## src/rtl/baw_pkg.sv

```systemverilog
`default_nettype none
// ============================================================================
// Module      : baw_pkg
// Description : Shared constants for the push-button front end: channel
//               indices of the five board buttons and the short debounce
//               length used by simulation benches.
// Revision    : 1.0 - initial release
// ============================================================================
package baw_pkg;

  localparam int BTN_CENTER          = 0;
  localparam int BTN_TOP             = 1;
  localparam int BTN_BOTTOM          = 2;
  localparam int BTN_LEFT            = 3;
  localparam int BTN_RIGHT           = 4;
  localparam int NUM_BTN             = 5;

  // Short debounce length so benches finish in a handful of cycles.
  localparam int DEBOUNCE_CYCLES_SIM = 4;

endpackage
`default_nettype wire

```

## src/rtl/btn_debounce.sv

```systemverilog
`default_nettype none
// ============================================================================
// Module      : btn_debounce
// Description : One button channel: 2-flop synchronizer, run-length debounce
//               counter, debounced level and one-cycle press/release pulses.
// Ports       : clk          in   system clock, rising edge
//               reset_n      in   asynchronous active-low reset
//               btn_raw      in   raw asynchronous pad, 1 = pressed
//               btn_level    out  debounced level
//               btn_press    out  one-cycle pulse on level 0->1
//               btn_release  out  one-cycle pulse on level 1->0
// Revision    : 1.0 - initial release
// ============================================================================
module btn_debounce #(
  parameter int DEBOUNCE_CYCLES = 1000000
) (
  input  logic clk,
  input  logic reset_n,
  input  logic btn_raw,
  output logic btn_level,
  output logic btn_press,
  output logic btn_release
);

  import baw_pkg::*;

  localparam int               CNT_W    = $clog2(DEBOUNCE_CYCLES);
  localparam logic [CNT_W-1:0] CNT_LAST = CNT_W'(DEBOUNCE_CYCLES - 1);

  logic             s1_q,      s1_d;
  logic             s2_q,      s2_d;
  logic [CNT_W-1:0] cnt_q,     cnt_d;
  logic             level_q,   level_d;
  logic             press_q,   press_d;
  logic             release_q, release_d;

  always_comb begin
    s1_d      = btn_raw;
    s2_d      = s1_q;
    cnt_d     = '0;
    level_d   = level_q;
    press_d   = 1'b0;
    release_d = 1'b0;

    // The counter holds how long s2 has disagreed with the accepted level;
    // any agreement restarts the run, so bounces never accumulate.
    if (s2_q != level_q) begin
      if (cnt_q == CNT_LAST) begin
        level_d   = s2_q;
        press_d   = s2_q;
        release_d = ~s2_q;
      end else begin
        cnt_d = cnt_q + 1'b1;
      end
    end
  end

  always_ff @(posedge clk or negedge reset_n) begin
    if (!reset_n) begin
      s1_q      <= 1'b0;
      s2_q      <= 1'b0;
      cnt_q     <= '0;
      level_q   <= 1'b0;
      press_q   <= 1'b0;
      release_q <= 1'b0;
    end else begin
      s1_q      <= s1_d;
      s2_q      <= s2_d;
      cnt_q     <= cnt_d;
      level_q   <= level_d;
      press_q   <= press_d;
      release_q <= release_d;
    end
  end

  assign btn_level   = level_q;
  assign btn_press   = press_q;
  assign btn_release = release_q;

endmodule
`default_nettype wire

```

## src/rtl/btn_conditioner.sv

```systemverilog
`default_nettype none
// ============================================================================
// Module      : btn_conditioner
// Description : Front end for the board push-buttons. Debounces every
//               channel and presents a one-hot, priority-filtered press
//               event so the game FSM sees at most one press per clock.
// Ports       : clk          in   system clock, rising edge
//               reset_n      in   asynchronous active-low reset
//               btn_raw      in   [NUM_BTN] raw pads, 1 = pressed
//               btn_level    out  [NUM_BTN] debounced levels
//               btn_press    out  [NUM_BTN] one-cycle press pulses
//               btn_release  out  [NUM_BTN] one-cycle release pulses
//               btn_evt      out  [NUM_BTN] lowest-index press only
//               any_press    out  OR of btn_press
// Revision    : 1.0 - initial release
// ============================================================================
module btn_conditioner #(
  parameter int NUM_BTN         = baw_pkg::NUM_BTN,
  parameter int DEBOUNCE_CYCLES = 1000000
) (
  input  logic               clk,
  input  logic               reset_n,
  input  logic [NUM_BTN-1:0] btn_raw,
  output logic [NUM_BTN-1:0] btn_level,
  output logic [NUM_BTN-1:0] btn_press,
  output logic [NUM_BTN-1:0] btn_release,
  output logic [NUM_BTN-1:0] btn_evt,
  output logic               any_press
);

  import baw_pkg::*;

  logic press_seen;

  for (genvar gi = 0; gi < NUM_BTN; gi++) begin : g_chan
    btn_debounce #(
      .DEBOUNCE_CYCLES (DEBOUNCE_CYCLES)
    ) u_debounce (
      .clk         (clk),
      .reset_n     (reset_n),
      .btn_raw     (btn_raw[gi]),
      .btn_level   (btn_level[gi]),
      .btn_press   (btn_press[gi]),
      .btn_release (btn_release[gi])
    );
  end

  // Lowest index wins; losing simultaneous presses are dropped, not queued.
  always_comb begin
    btn_evt    = '0;
    press_seen = 1'b0;
    for (int i = 0; i < NUM_BTN; i++) begin
      if (btn_press[i] && !press_seen) begin
        btn_evt[i] = 1'b1;
        press_seen = 1'b1;
      end
    end
  end

  assign any_press = |btn_press;

endmodule
`default_nettype wire

```

## config.mk

```make
export PLATFORM = sky130hd
export DESIGN_NAME = btn_conditioner
export DESIGN_NICKNAME = d
export VERILOG_FILES = /design/src/rtl/baw_pkg.sv /design/src/rtl/btn_debounce.sv /design/src/rtl/btn_conditioner.sv
export SDC_FILE = /design/constraint.sdc
export NUM_CORES = 1
export LEC_CHECK = 0
export ABC_CLOCK_PERIOD_IN_PS = 3700
export CORE_MARGIN = 2
export CORE_UTILIZATION = 28
export DETAILED_ROUTE_END_ITERATION = 6
export PLACE_DENSITY = 0.49
export SYNTH_ARGS = -nofsm -noshare
export SYNTH_HDL_FRONTEND = slang
export SYNTH_SLANG_ARGS = --single-unit
```

## constraint.sdc

```tcl
create_clock -name clk -period 3.7 [get_ports clk]
set_input_delay 0.74 -clock clk [delete_from_list [all_inputs] [get_ports clk]]
set_output_delay 0.74 -clock clk [all_outputs]
set_load 0.02 [all_outputs]
```

==> metrics.yaml, run 1 <==
worst_setup_path:
  critPathLaunchType: "register"
  cp.arrival_ns: 2.02
  setup.reg_to_reg.worst_slack_ns: 1.42
  worst-path-max-fanout: 6
  worstSetupPathType: "register to primary output"
  r2r_end: "g_chan[2].u_debounce.cnt_q[3]"
  slowest_cell_on_the_critical_path: "sky130_fd_sc_hd__clkdlybuf4s50_1"
  worstRegToRegCells: 5
  required_ns: 2.96
  crit_path_end_kind: "primary output"
  regToRegStartpoint: "g_chan[2].u_debounce.cnt_q[0]"
  cp_slowest_stage_delay_ns: 0.60
  crit_path_cell_trace: "nor4_1 -> and2_1 -> clkdlybuf4s50_1"
  cp-startpoint: "g_chan[0].u_debounce.btn_press"
clock_tree:
  cts-buffers-inserted: 17
  ctsResizeCount: 0
  clkLatencyLatePin_ns: 0.41
  clk_pin_slew_worst_paths_ns: 0.06
  ctsRootBufferMaster: "sky130_fd_sc_hd__clkbuf_16"
  cts.htree.levels: 4
  post_cts.repair.setup_buffers: 0
  tritoncts: "done"
  tritoncts_num_sinks: 125
  post_cts_hold_buffer_count: 0
  max-clock-path-buffers: 2
route:
  detail_route.iter0.violations: 317
  detailedRoute.firstPassIterationCount: 6
  num_vias: 4424
  routed_via_density: 4.87
  topRoutingLayerUsed: "met4"
  met2_length_mm: 5.86
  postRouteWirelength_mm: 12.7
  routed_wire_length_per_instance_um: 14.0
  route.met3.wl_um: 594
  route.layer.met1.wl_mm: 6.10
  ant_nets: 0
  route.detailed.drc: 0
yosys:
  synth_area_per_cell_um2: 10.2
  total_number_of_yosys_warnings: 0
  postSynthCellCount: 596
  dominantRegCellSynth: "sky130_fd_sc_hd__dfrtp_1"
  yosysUniqueCellTypes: 46
  seq_area_frac_synth: 0.515
  syn-cell-area_um2: 6080
  number_of_enable_flip_flop_cells_after_synthesis: 0
  synth_async_sr_flop_share: 1.00
  net_count_synth: 608
  postSynthRegisterBits: 125
timing:
  grt_setup_unrepaired: "false"
  hold_viol: 0
  max_freq_mhz: 363
  worstMarginPinSlew_ns: 1.15
  timing.final.crit_period_ns: 2.76
  slew-limit-headroom: 0.228
  slew_viol_final: 0
  timing.clock.skew_ns: 0.00834
  report.final.setup_viol: 0
  totalNegativeSetupSlack_ns: 0
  finalWorstSetupSlack_ns: 0.944
  timing.final.crit_share: 0.745
final_layout:
  final_core_utilization: 0.340
  layout.cells.most_common: "sky130_fd_sc_hd__dfrtp_1"
  antenna_cells_inserted: 0
  drive_above_1_share: 0.0883
  commonest_cells_after_routing_fill_and_taps_aside: "125 x sky130_fd_sc_hd__dfrtp_1, 91 x sky130_fd_sc_hd__nor2_1, 53 x sky130_fd_sc_hd__xnor2_1, 28 x sky130_fd_sc_hd__nand4_1, 27 x sky130_fd_sc_hd__nand3_1"
  nets: 633
  area_growth_pct: 18.2
  finish.cell_count_without_fillers: 909
grt:
  via_count_of_the_first_global_routing_pass: 4341
  antenna_violations_before_repair: 0
  track_usage: 0.120
  grt_start_max_net_pins: 71
  grt-ovfl-total: 0
  grt_pass1_wl_mm: 21.7
placed_design:
  port_buffers: 27
  placed_cells_incl_taps: 877
  gp_congestion: 0.801
  pre_cts_ws_ns: 1.36
  post-dp-hpwl_mm: 8.62
run_status:
  outcome: "finished clean"
die:
  coreArea_um2: 21200
  die_height_um: 151
  initial_utilization: 0.287
  die_area_um2: 22900
  die_width_um: 151
  ioPinCount: 28
  floorplan.rows: 53
power:
  ir_drop_mv: 0.323
  static-leakage-power_nw: 2.80
  design_power_total_w: 0.00326
  pwr_density_cell_nw_per_um2: 454
min_path:
  worst_hold_path_type: "register to register"
  holdCritStartpoint: "g_chan[2].u_debounce.s1_q"
  min_delay_worst_endpoint: "g_chan[2].u_debounce.s2_q"
  holdPathStages: 0
job:
  max-cap-violations: 0
[state kept, by name, summed over array words and instances, names as in the netlist]
| name | count |
|---|---|
| g_chan.u_debounce.cnt_q | 100 |
| g_chan.u_debounce.btn_level | 5 |
| g_chan.u_debounce.btn_press | 5 |
| g_chan.u_debounce.btn_release | 5 |
| g_chan.u_debounce.s1_q | 5 |
| g_chan.u_debounce.s2_q | 5 |
[power by group]
group	switching [W]	internal (W)	total, W
combinational	0.0000576	0.0000254	0.0000830
sequential	0.0000178	0.00139	0.00140
clock	0.000626	0.00115	0.00177
total	0.000701	0.00256	0.00326
[cells in the mapped netlist, types with 2 or more instances]
library cell,count,share of area
sky130_fd_sc_hd__o31ai_4,2,0.0070
sky130_fd_sc_hd__o21ai_1,2,0.0016
sky130_fd_sc_hd__nand4b_1,7,0.010
sky130_fd_sc_hd__inv_1,20,0.012
sky130_fd_sc_hd__a21oi_1,18,0.015
sky130_fd_sc_hd__dfrtp_1,125,0.51
sky130_fd_sc_hd__o221ai_1,4,0.0058
sky130_fd_sc_hd__nand4_2,2,0.0041
sky130_fd_sc_hd__or2_2,2,0.0021
sky130_fd_sc_hd__nor3b_1,12,0.015
sky130_fd_sc_hd__nor3_1,22,0.018
sky130_fd_sc_hd__o2111a_1,2,0.0037
sky130_fd_sc_hd__and3_1,18,0.019
sky130_fd_sc_hd__o21ai_0,12,0.0099
sky130_fd_sc_hd__and2_1,7,0.0072
sky130_fd_sc_hd__nor4_2,2,0.0041
sky130_fd_sc_hd__o31ai_1,3,0.0037
sky130_fd_sc_hd__nor4b_1,6,0.0086
sky130_fd_sc_hd__nor4_1,19,0.020
sky130_fd_sc_hd__a31o_2,3,0.0043
sky130_fd_sc_hd__or3_1,9,0.0093
sky130_fd_sc_hd__and4_1,2,0.0029
sky130_fd_sc_hd__xor2_1,18,0.026
sky130_fd_sc_hd__nand3b_1,3,0.0037
sky130_fd_sc_hd__or4_1,4,0.0049
sky130_fd_sc_hd__or2_1,2,0.0021
sky130_fd_sc_hd__nand2_1,25,0.015
sky130_fd_sc_hd__a211oi_1,2,0.0025
sky130_fd_sc_hd__buf_4,18,0.022
sky130_fd_sc_hd__mux2_2,4,0.0074
sky130_fd_sc_hd__nand4_1,28,0.029
sky130_fd_sc_hd__clkbuf_1,2,0.0012
sky130_fd_sc_hd__mux2i_1,2,0.0033
sky130_fd_sc_hd__nand3_1,27,0.022
sky130_fd_sc_hd__buf_2,5,0.0041
sky130_fd_sc_hd__xnor2_1,53,0.076
sky130_fd_sc_hd__ha_1,5,0.010
sky130_fd_sc_hd__nor2_1,91,0.056
[worst max-delay path by stage]
stage          slack (ns)  cells after the start          to
2_1_floorplan        1.78                      1  btn_evt[3]
3_3_place_gp         1.38                      3  btn_evt[4]
3_5_place_dp         1.36                      3  btn_evt[4]
4_1_cts              0.90                      3  btn_evt[4]
5_1_grt              0.81                      3  btn_evt[4]
6_report             0.94                      3  btn_evt[4]
[routing by layer]
layer / track usage / vias up
met4: 0.0453 / 0
met2: 0.187 / 70
li1: - / 2160
met5: 0 / -
met3: 0.0386 / 12
met1: 0.157 / 2182
[logic make-up after synthesis]
group           after synthesis  synth area share
compound gates               49            0.0578
xor+xnor                     71             0.102
fa+ha+maj                     5            0.0103
buf+inv                      45            0.0399
flops                       125             0.515
mux                           7            0.0132
simple gates                294             0.262
[worst max-delay path: cells and delay by family, from the launching register on]
kind                   cells  cell delay [ns]
buffers and inverters      1             0.60
AND/OR/NAND/NOR            2             0.57
flip-flops                 1             0.43
[metrics by stage]
step	hold WS, ns	cell area [µm²]
floorplan	0.331	6080
global placement	0.333	6550
detailed placement	0.336	6550
CTS	0.349	7190
global route	0.354	7190
finish	0.346	7190
[area by class of cell]
| type | instances | area [µm²] |
|---|---|---|
| multi-input cells | 426 | 2710 |
| fillers | 2092 | 14000 |
| clock inverters | 13 | 189 |
| clock buffers | 19 | 443 |
| flip-flops and latches | 125 | 3130 |
| repair buffers | 31 | 298 |
| inverters | 20 | 75.1 |
| well taps | 275 | 344 |
Note: power is estimated with default switching activity, not from simulation.
==> run 2: changes to the inputs <==
--- a/config.mk
+++ b/config.mk
@@ -5,11 +5,11 @@
 export SDC_FILE = /design/constraint.sdc
 export NUM_CORES = 1
 export LEC_CHECK = 0
-export ABC_CLOCK_PERIOD_IN_PS = 3700
+export ABC_CLOCK_PERIOD_IN_PS = 2300
 export CORE_MARGIN = 2
 export CORE_UTILIZATION = 28
 export DETAILED_ROUTE_END_ITERATION = 6
-export PLACE_DENSITY = 0.49
+export PLACE_DENSITY = 0.51
 export SYNTH_ARGS = -nofsm -noshare
 export SYNTH_HDL_FRONTEND = slang
 export SYNTH_SLANG_ARGS = --single-unit
==> constraint.sdc (replaced) <==
create_clock -name clk -period 2.3 [get_ports clk]
set_input_delay 0.46 -clock clk [delete_from_list [all_inputs] [get_ports clk]]
set_output_delay 0.46 -clock clk [all_outputs]
set_load 0.02 [all_outputs]
==> run 2 against run 1 <==
Wire length is 1.3% lower. Clock-buffer cell count up 1. First-iteration DRC count is 16% lower. Die area is the same. Register-to-register slack worse by 1.1 ns. Global-route usage increased by 0.12 points. Sequential share of layout area decreased by 0.77 points. Critical path depth unchanged. Clock power up 59%. Critical endpoint unchanged.
==> metrics.yaml, run 2 (synthesized netlist as in run 1, its figures left out) <==
run_status:
  outcome: "finished clean"
worst_setup_path:
  required_ns: 1.84  # -1.12 ns
  setup.reg_to_reg.worst_slack_ns: 0.32  # -1.10 ns
  r2r_end: "g_chan[0].u_debounce.btn_press"
  crit_path_cell_trace: "nor4_2 -> and2_1 -> dlygate4sd2_1"
  cpLargestDelayFamily: "simple AND/OR/NAND/NOR gates"
  worstPathBufferInverterCount: 1  # unchanged
  worst-path-max-fanout: 5  # -1
  worstSetupPathType: "register to primary output"
  cp.arrival_ns: 1.66  # -0.36 ns
  critPathLaunchType: "register"
  worstRegToRegCells: 5  # unchanged
  slowest_cell_on_the_critical_path: "sky130_fd_sc_hd__dfrtp_1"
  regToRegStartpoint: "g_chan[0].u_debounce.cnt_q[12]"
  cp_slowest_stage_delay_ns: 0.43  # -0.17 ns
  crit_path_end_kind: "primary output"
clock_tree:
  cts.htree.levels: 4  # unchanged
  ctsRootBufferMaster: "sky130_fd_sc_hd__clkbuf_16"
  max-clock-path-buffers: 2  # unchanged
  tritoncts: "done"
  clk_pin_slew_worst_paths_ns: 0.06  # about the same
  cts-buffers-inserted: 17  # unchanged
  tritoncts_num_sinks: 125  # unchanged
  clkLatencyLatePin_ns: 0.42  # about the same
  post_cts_hold_buffer_count: 0  # unchanged
final_layout:
  commonest_cells_after_routing_fill_and_taps_aside: "125 x sky130_fd_sc_hd__dfrtp_1, 91 x sky130_fd_sc_hd__nor2_1, 53 x sky130_fd_sc_hd__xnor2_1, 28 x sky130_fd_sc_hd__nand4_1, 27 x sky130_fd_sc_hd__nand3_1"
  area_growth_pct: 20.3
  max_flop_register: "g_chan.u_debounce.cnt_q"
  finish.cell_count_without_fillers: 923  # +1.5%
  antenna_cells_inserted: 0  # unchanged
  layout.cells.most_common: "sky130_fd_sc_hd__dfrtp_1"
  n_fill_cell: 2098  # +0.29%
  drive_above_1_share: 0.111  # +0.0228
  final_core_utilization: 0.346  # +0.00609
  multi_input_area_um2: 2720  # +0.23%
  nets: 647  # +2.2%
  area.sequential_um2: 3130  # unchanged
  largest_register_ffs: 100  # unchanged
die:
  die_width_um: 151  # unchanged
  floorplan.rows: 53  # unchanged
  die_area_um2: 22900  # unchanged
  coreArea_um2: 21200  # unchanged
  die_height_um: 151  # unchanged
  ioPinCount: 28  # unchanged
  initial_utilization: 0.287  # unchanged
timing:
  timing.final.crit_period_ns: 2.12
  worstMarginPinSlew_ns: 0.740  # -0.409 ns
  timing.clock.skew_ns: 0.00843  # +0.0000934 ns
  report.final.setup_viol: 0  # unchanged
  totalNegativeSetupSlack_ns: 0  # unchanged
  timing.final.crit_share: 0.923
  hold_viol: 0  # unchanged
  grt_setup_unrepaired: "false"
  slew-limit-headroom: 0.502  # +0.274
  slew_viol_final: 0  # unchanged
  max_freq_mhz: 471
placed_design:
  post-dp-hpwl_mm: 8.63  # +0.16%
  gp_congestion: 0.796  # -0.66%
  placed_cells_incl_taps: 891  # +1.6%
  port_buffers: 27  # unchanged
route:
  num_vias: 4440  # +0.36%
  route.detailed.drc: 0  # unchanged
  routed_via_density: 4.81  # -1.2%
  ant_nets: 0  # unchanged
  postRouteWirelength_mm: 12.6  # -1.3%
  detail_route.iter0.violations: 265  # -16%
  routed_wire_length_per_instance_um: 13.6  # -2.8%
  detailedRoute.firstPassIterationCount: 4  # -2
grt:
  track_usage: 0.122  # +0.00122
  grt_start_max_net_pins: 76  # +7.0%
  antenna_violations_before_repair: 0  # unchanged
  grt_pass1_wl_mm: 22.0  # +1.3%
  via_count_of_the_first_global_routing_pass: 4494  # +3.5%
  grt-ovfl-total: 0  # unchanged
power:
  design_power_total_w: 0.00521  # +60%
  ir_drop_mv: 0.489  # +51%
  pwr_density_cell_nw_per_um2: 713  # +57%
  static-leakage-power_nw: 2.90  # +3.9%
job:
  max-cap-violations: 0  # unchanged
min_path:
  worst_hold_path_type: "input pin to async pin"
run 2: cell count changes in the layout (fill, tap and decap cells not counted), sizes merged:
cell	previous run	this run
buf	5	19
clkinv	5	3
clkinvlp	2	4
dlymetal6s2s	0	1
bufinv	4	3
clkdlybuf4s50	26	21
clkbuf	19	20
dlygate4sd2	0	4
run 2: where the power goes:
| part | switching, W | internal (W) |
|---|---|---|
| clock network | 0.00101 | 0.00180 |
| registers | 0.0000282 | 0.00223 |
| logic | 0.0000910 | 0.0000532 |
run 2: worst max-delay path by stage:
stage	startpoint	end	slack, ns	cells past startpoint
after floorplan	g_chan[0].u_debounce.cnt_q[12]	g_chan[0].u_debounce.btn_level	0.50	4
after global placement	g_chan[0].u_debounce.btn_press	btn_evt[4]	0.23	3
after detailed placement	g_chan[0].u_debounce.btn_press	btn_evt[4]	0.25	3
after CTS	g_chan[1].u_debounce.btn_press	btn_evt[2]	0.03	2
after global routing	g_chan[1].u_debounce.btn_press	btn_evt[4]	0.02	3
final	g_chan[1].u_debounce.btn_press	btn_evt[4]	0.18	3
run 2: final cells by class:
type                    instances  area share
clock buffers                  20      0.0638
clock inverters                12      0.0219
inverters                      20      0.0103
multi-input cells             426       0.371
flip-flops and latches        125       0.428
well taps                     275      0.0470
repair buffers                 45      0.0582
run 2: what timing repair did:
item	in CTS	in global routing
resized for setup	5	1
endpoints found under the setup margin	4	1
setup buffers	0	0
run 2: metal layers:
layer  global-route usage  routed length, µm
met1                0.159               6150
met2                0.185               5630
met3               0.0428                590
met4               0.0458                182
met5                    0                  0
run 2: through the flow:
stage,setup slack [ns],hold WS [ns],cell area [µm²]
5_1_grt,0.0196,0.0495,7310
3_5_place_dp,0.255,0.336,6680
4_1_cts,0.0293,0.0368,7310
3_3_place_gp,0.226,0.334,6680
6_report,0.176,0.0285,7310
2_1_floorplan,0.500,0.164,6080
==> run 3: changes to the inputs <==
--- a/config.mk
+++ b/config.mk
@@ -7,9 +7,9 @@
 export LEC_CHECK = 0
 export ABC_CLOCK_PERIOD_IN_PS = 2300
 export CORE_MARGIN = 2
-export CORE_UTILIZATION = 28
+export CORE_UTILIZATION = 55
 export DETAILED_ROUTE_END_ITERATION = 6
-export PLACE_DENSITY = 0.51
+export PLACE_DENSITY = 0.77
 export SYNTH_ARGS = -nofsm -noshare
 export SYNTH_HDL_FRONTEND = slang
 export SYNTH_SLANG_ARGS = --single-unit
==> run 3 against run 2 <==
Clock skew up 0.0034 ns. Worst setup slack worse by 0.085 ns. Clock-buffer cell count up 2. First-iteration DRC count down 22%. Final area down 2.3%. Utilization up 32 points. Global-route usage up 10 points. Final cell count down 15%. Sequential share of layout area up 1.0 points. Clock power about the same. Highest routed layer unchanged.
==> metrics.yaml, run 3 (synthesized netlist as in run 1, its figures left out) <==
grt:
  grt-ovfl-total: 0  # unchanged
  antenna_violations_before_repair: 0  # unchanged
  track_usage: 0.225  # +0.103
  via_count_of_the_first_global_routing_pass: 4470  # -0.53%
  grt_start_max_net_pins: 63  # -17%
  grt_pass1_wl_mm: 20.8  # -5.5%
timing:
  timing.final.crit_period_ns: 2.21  # +0.0848 ns
  report.final.setup_viol: 0  # unchanged
  hold_viol: 0  # unchanged
  timing.clock.skew_ns: 0.0119  # +0.00342 ns
  slew_viol_final: 0  # unchanged
  timing.final.crit_share: 0.960  # +0.0369
  slew-limit-headroom: 0.539  # +0.0372
  grt_setup_unrepaired: "false"
  max_freq_mhz: 453  # -3.8%
  worstMarginPinSlew_ns: 0.685  # -0.0553 ns
  totalNegativeSetupSlack_ns: 0  # unchanged
final_layout:
  largest_register_ffs: 100  # unchanged
  nets: 642  # -0.77%
  postLayoutCellArea_um2: 7140  # -2.3%
  antenna_cells_inserted: 0  # unchanged
  area.sequential_um2: 3130  # unchanged
  final_core_utilization: 0.662  # +0.316
  multi_input_area_um2: 2730  # +0.55%
  drive_above_1_share: 0.106  # -0.00536
  area_growth_pct: 17.5
  layout.cells.most_common: "sky130_fd_sc_hd__dfrtp_1"
  finish.cell_count_without_fillers: 783  # -15%
  max_flop_register: "g_chan.u_debounce.cnt_q"
  commonest_cells_after_routing_fill_and_taps_aside: "125 x sky130_fd_sc_hd__dfrtp_1, 91 x sky130_fd_sc_hd__nor2_1, 53 x sky130_fd_sc_hd__xnor2_1, 28 x sky130_fd_sc_hd__nand4_1, 27 x sky130_fd_sc_hd__nand3_1"
  n_fill_cell: 791  # -62%
die:
  die_width_um: 109  # -28%
  die_area_um2: 11900  # -48%
  coreArea_um2: 10800  # -49%
  initial_utilization: 0.563  # +0.276
  floorplan.rows: 38  # -28%
  die_height_um: 109  # -28%
  ioPinCount: 28  # unchanged
worst_setup_path:
  r2r_end: "g_chan[1].u_debounce.cnt_q[18]"
  regToRegStartpoint: "g_chan[1].u_debounce.cnt_q[0]"
  worst-path-max-fanout: 5  # unchanged
  required_ns: 1.84  # about the same
  worstSetupPathType: "register to primary output"
  critPathLaunchType: "register"
  crit_path_end_kind: "primary output"
  setup.reg_to_reg.worst_slack_ns: 0.31  # about the same
  cp.arrival_ns: 1.75  # +0.09 ns
  worstRegToRegCells: 5  # unchanged
power:
  p_seq_frac: 0.434  # about the same
  switching_share: 0.203  # -0.0146
  pwr_density_cell_nw_per_um2: 729  # +2.4%
  internal_power_w: 0.00416  # +1.8%
  power_frac_comb: 0.028  # about the same
  power.share.clock: 0.538  # about the same
  netSwitchingPower_w: 0.00106  # -6.8%
  static-leakage-power_nw: 2.89  # -0.58%
  ir_drop_mv: 0.446  # -8.8%
min_path:
  holdPathStages: 0
  worst_hold_path_type: "register to register"
  holdCritStartpoint: "g_chan[4].u_debounce.s1_q"
  min_delay_worst_endpoint: "g_chan[4].u_debounce.s2_q"
route:
  postRouteWirelength_mm: 12.1  # -3.3%
  routed_via_density: 5.80  # +21%
  route.detailed.drc: 0  # unchanged
  topRoutingLayerUsed: "met4"
  met2_length_mm: 6.02  # +6.9%
  detail_route.iter0.violations: 206  # -22%
  routed_wire_length_per_instance_um: 15.5  # +14%
  num_vias: 4543  # +2.3%
  route.layer.met1.wl_mm: 5.42  # -12%
  ant_nets: 0  # unchanged
  route.met3.wl_um: 585  # -0.85%
  detailedRoute.firstPassIterationCount: 4  # unchanged
job:
  max-cap-violations: 0  # unchanged
clock_tree:
  tritoncts_num_sinks: 125  # unchanged
  cts.htree.levels: 4  # unchanged
  clk_pin_slew_worst_paths_ns: 0.06  # about the same
  max-clock-path-buffers: 2  # unchanged
  clkLatencyLatePin_ns: 0.53  # +0.11 ns
  cts-buffers-inserted: 17  # unchanged
  ctsRootBufferMaster: "sky130_fd_sc_hd__clkbuf_8"
  tritoncts: "done"
  post_cts.repair.setup_buffers: 0  # unchanged
run_status:
  outcome: "finished clean"
placed_design:
  post-dp-hpwl_mm: 8.12  # -5.9%
  port_buffers: 27  # unchanged
  gp_congestion: 0.866  # +8.8%
  detailed_place.area_um2: 6480  # -3.0%
  placed_cells_incl_taps: 750  # -16%
run 3: cell type report:
type                       instances  share of cell area
clock inverter                    10              0.0224
tap                              140              0.0245
sequential                       125               0.438
multi-input combinational        426               0.382
inverter                          20              0.0105
timing repair buffer              40              0.0562
clock buffer                      22              0.0662
run 3: power groups by stage:
stage | clock (W) | sequential, W | combinational [W]
floorplan | 0 | 0.00229 | 0.0000634
global placement | 0 | 0.00230 | 0.000142
detailed placement | 0 | 0.00230 | 0.000147
CTS | 0.00285 | 0.00226 | 0.000149
global route | 0.00296 | 0.00227 | 0.000167
finish | 0.00280 | 0.00226 | 0.000145
run 3: worst max-delay path, stage by stage, from the launching register on:
cell and delay [ns]:
sky130_fd_sc_hd__dfrtp_1 0.44, sky130_fd_sc_hd__nor4_4 0.32, sky130_fd_sc_hd__buf_4 0.17, sky130_fd_sc_hd__nand2b_1 0.05, sky130_fd_sc_hd__clkdlybuf4s15_2 0.25
run 3: metal layers:
metal  GRT usage  vias to the layer above
li1            -                     2169
met1       0.300                     2261
met2       0.360                      100
met3      0.0598                       13
met4      0.0714                        0
met5           0                        -
run 3: worst max-delay path by stage:
| stage | startpoint | to | slack [ns] | cells past startpoint |
|---|---|---|---|---|
| 3_3_place_gp | g_chan[0].u_debounce.btn_press | btn_evt[3] | 0.27 | 2 |
| 2_1_floorplan | g_chan[0].u_debounce.cnt_q[12] | g_chan[0].u_debounce.btn_level | 0.50 | 4 |
| 5_1_grt | g_chan[0].u_debounce.btn_press | any_press | 0.01 | 4 |
| 4_1_cts | g_chan[1].u_debounce.btn_press | btn_evt[1] | 0.005 | 2 |
| 6_report | g_chan[1].u_debounce.btn_press | any_press | 0.09 | 4 |
| 3_5_place_dp | g_chan[0].u_debounce.btn_press | btn_evt[4] | 0.25 | 4 |
run 3: timing repair:
action / CTS / global route
setup endpoints to repair: 4 / 2
cloned: 0 / 0
pin swaps: 0 / 0
resized for setup: 11 / 2
endpoints found under the hold margin: 27 / 0
hold buffers: 1 / 0
run 3: metrics by stage:
step	power, W	setup WS (ns)	hold WS [ns]
after floorplan	0.00235	0.500	0.164
after global placement	0.00244	0.270	0.335
after detailed placement	0.00244	0.252	0.342
after CTS	0.00526	0.00549	0.352
after global routing	0.00539	0.0148	0.368
final	0.00521	0.0914	0.350
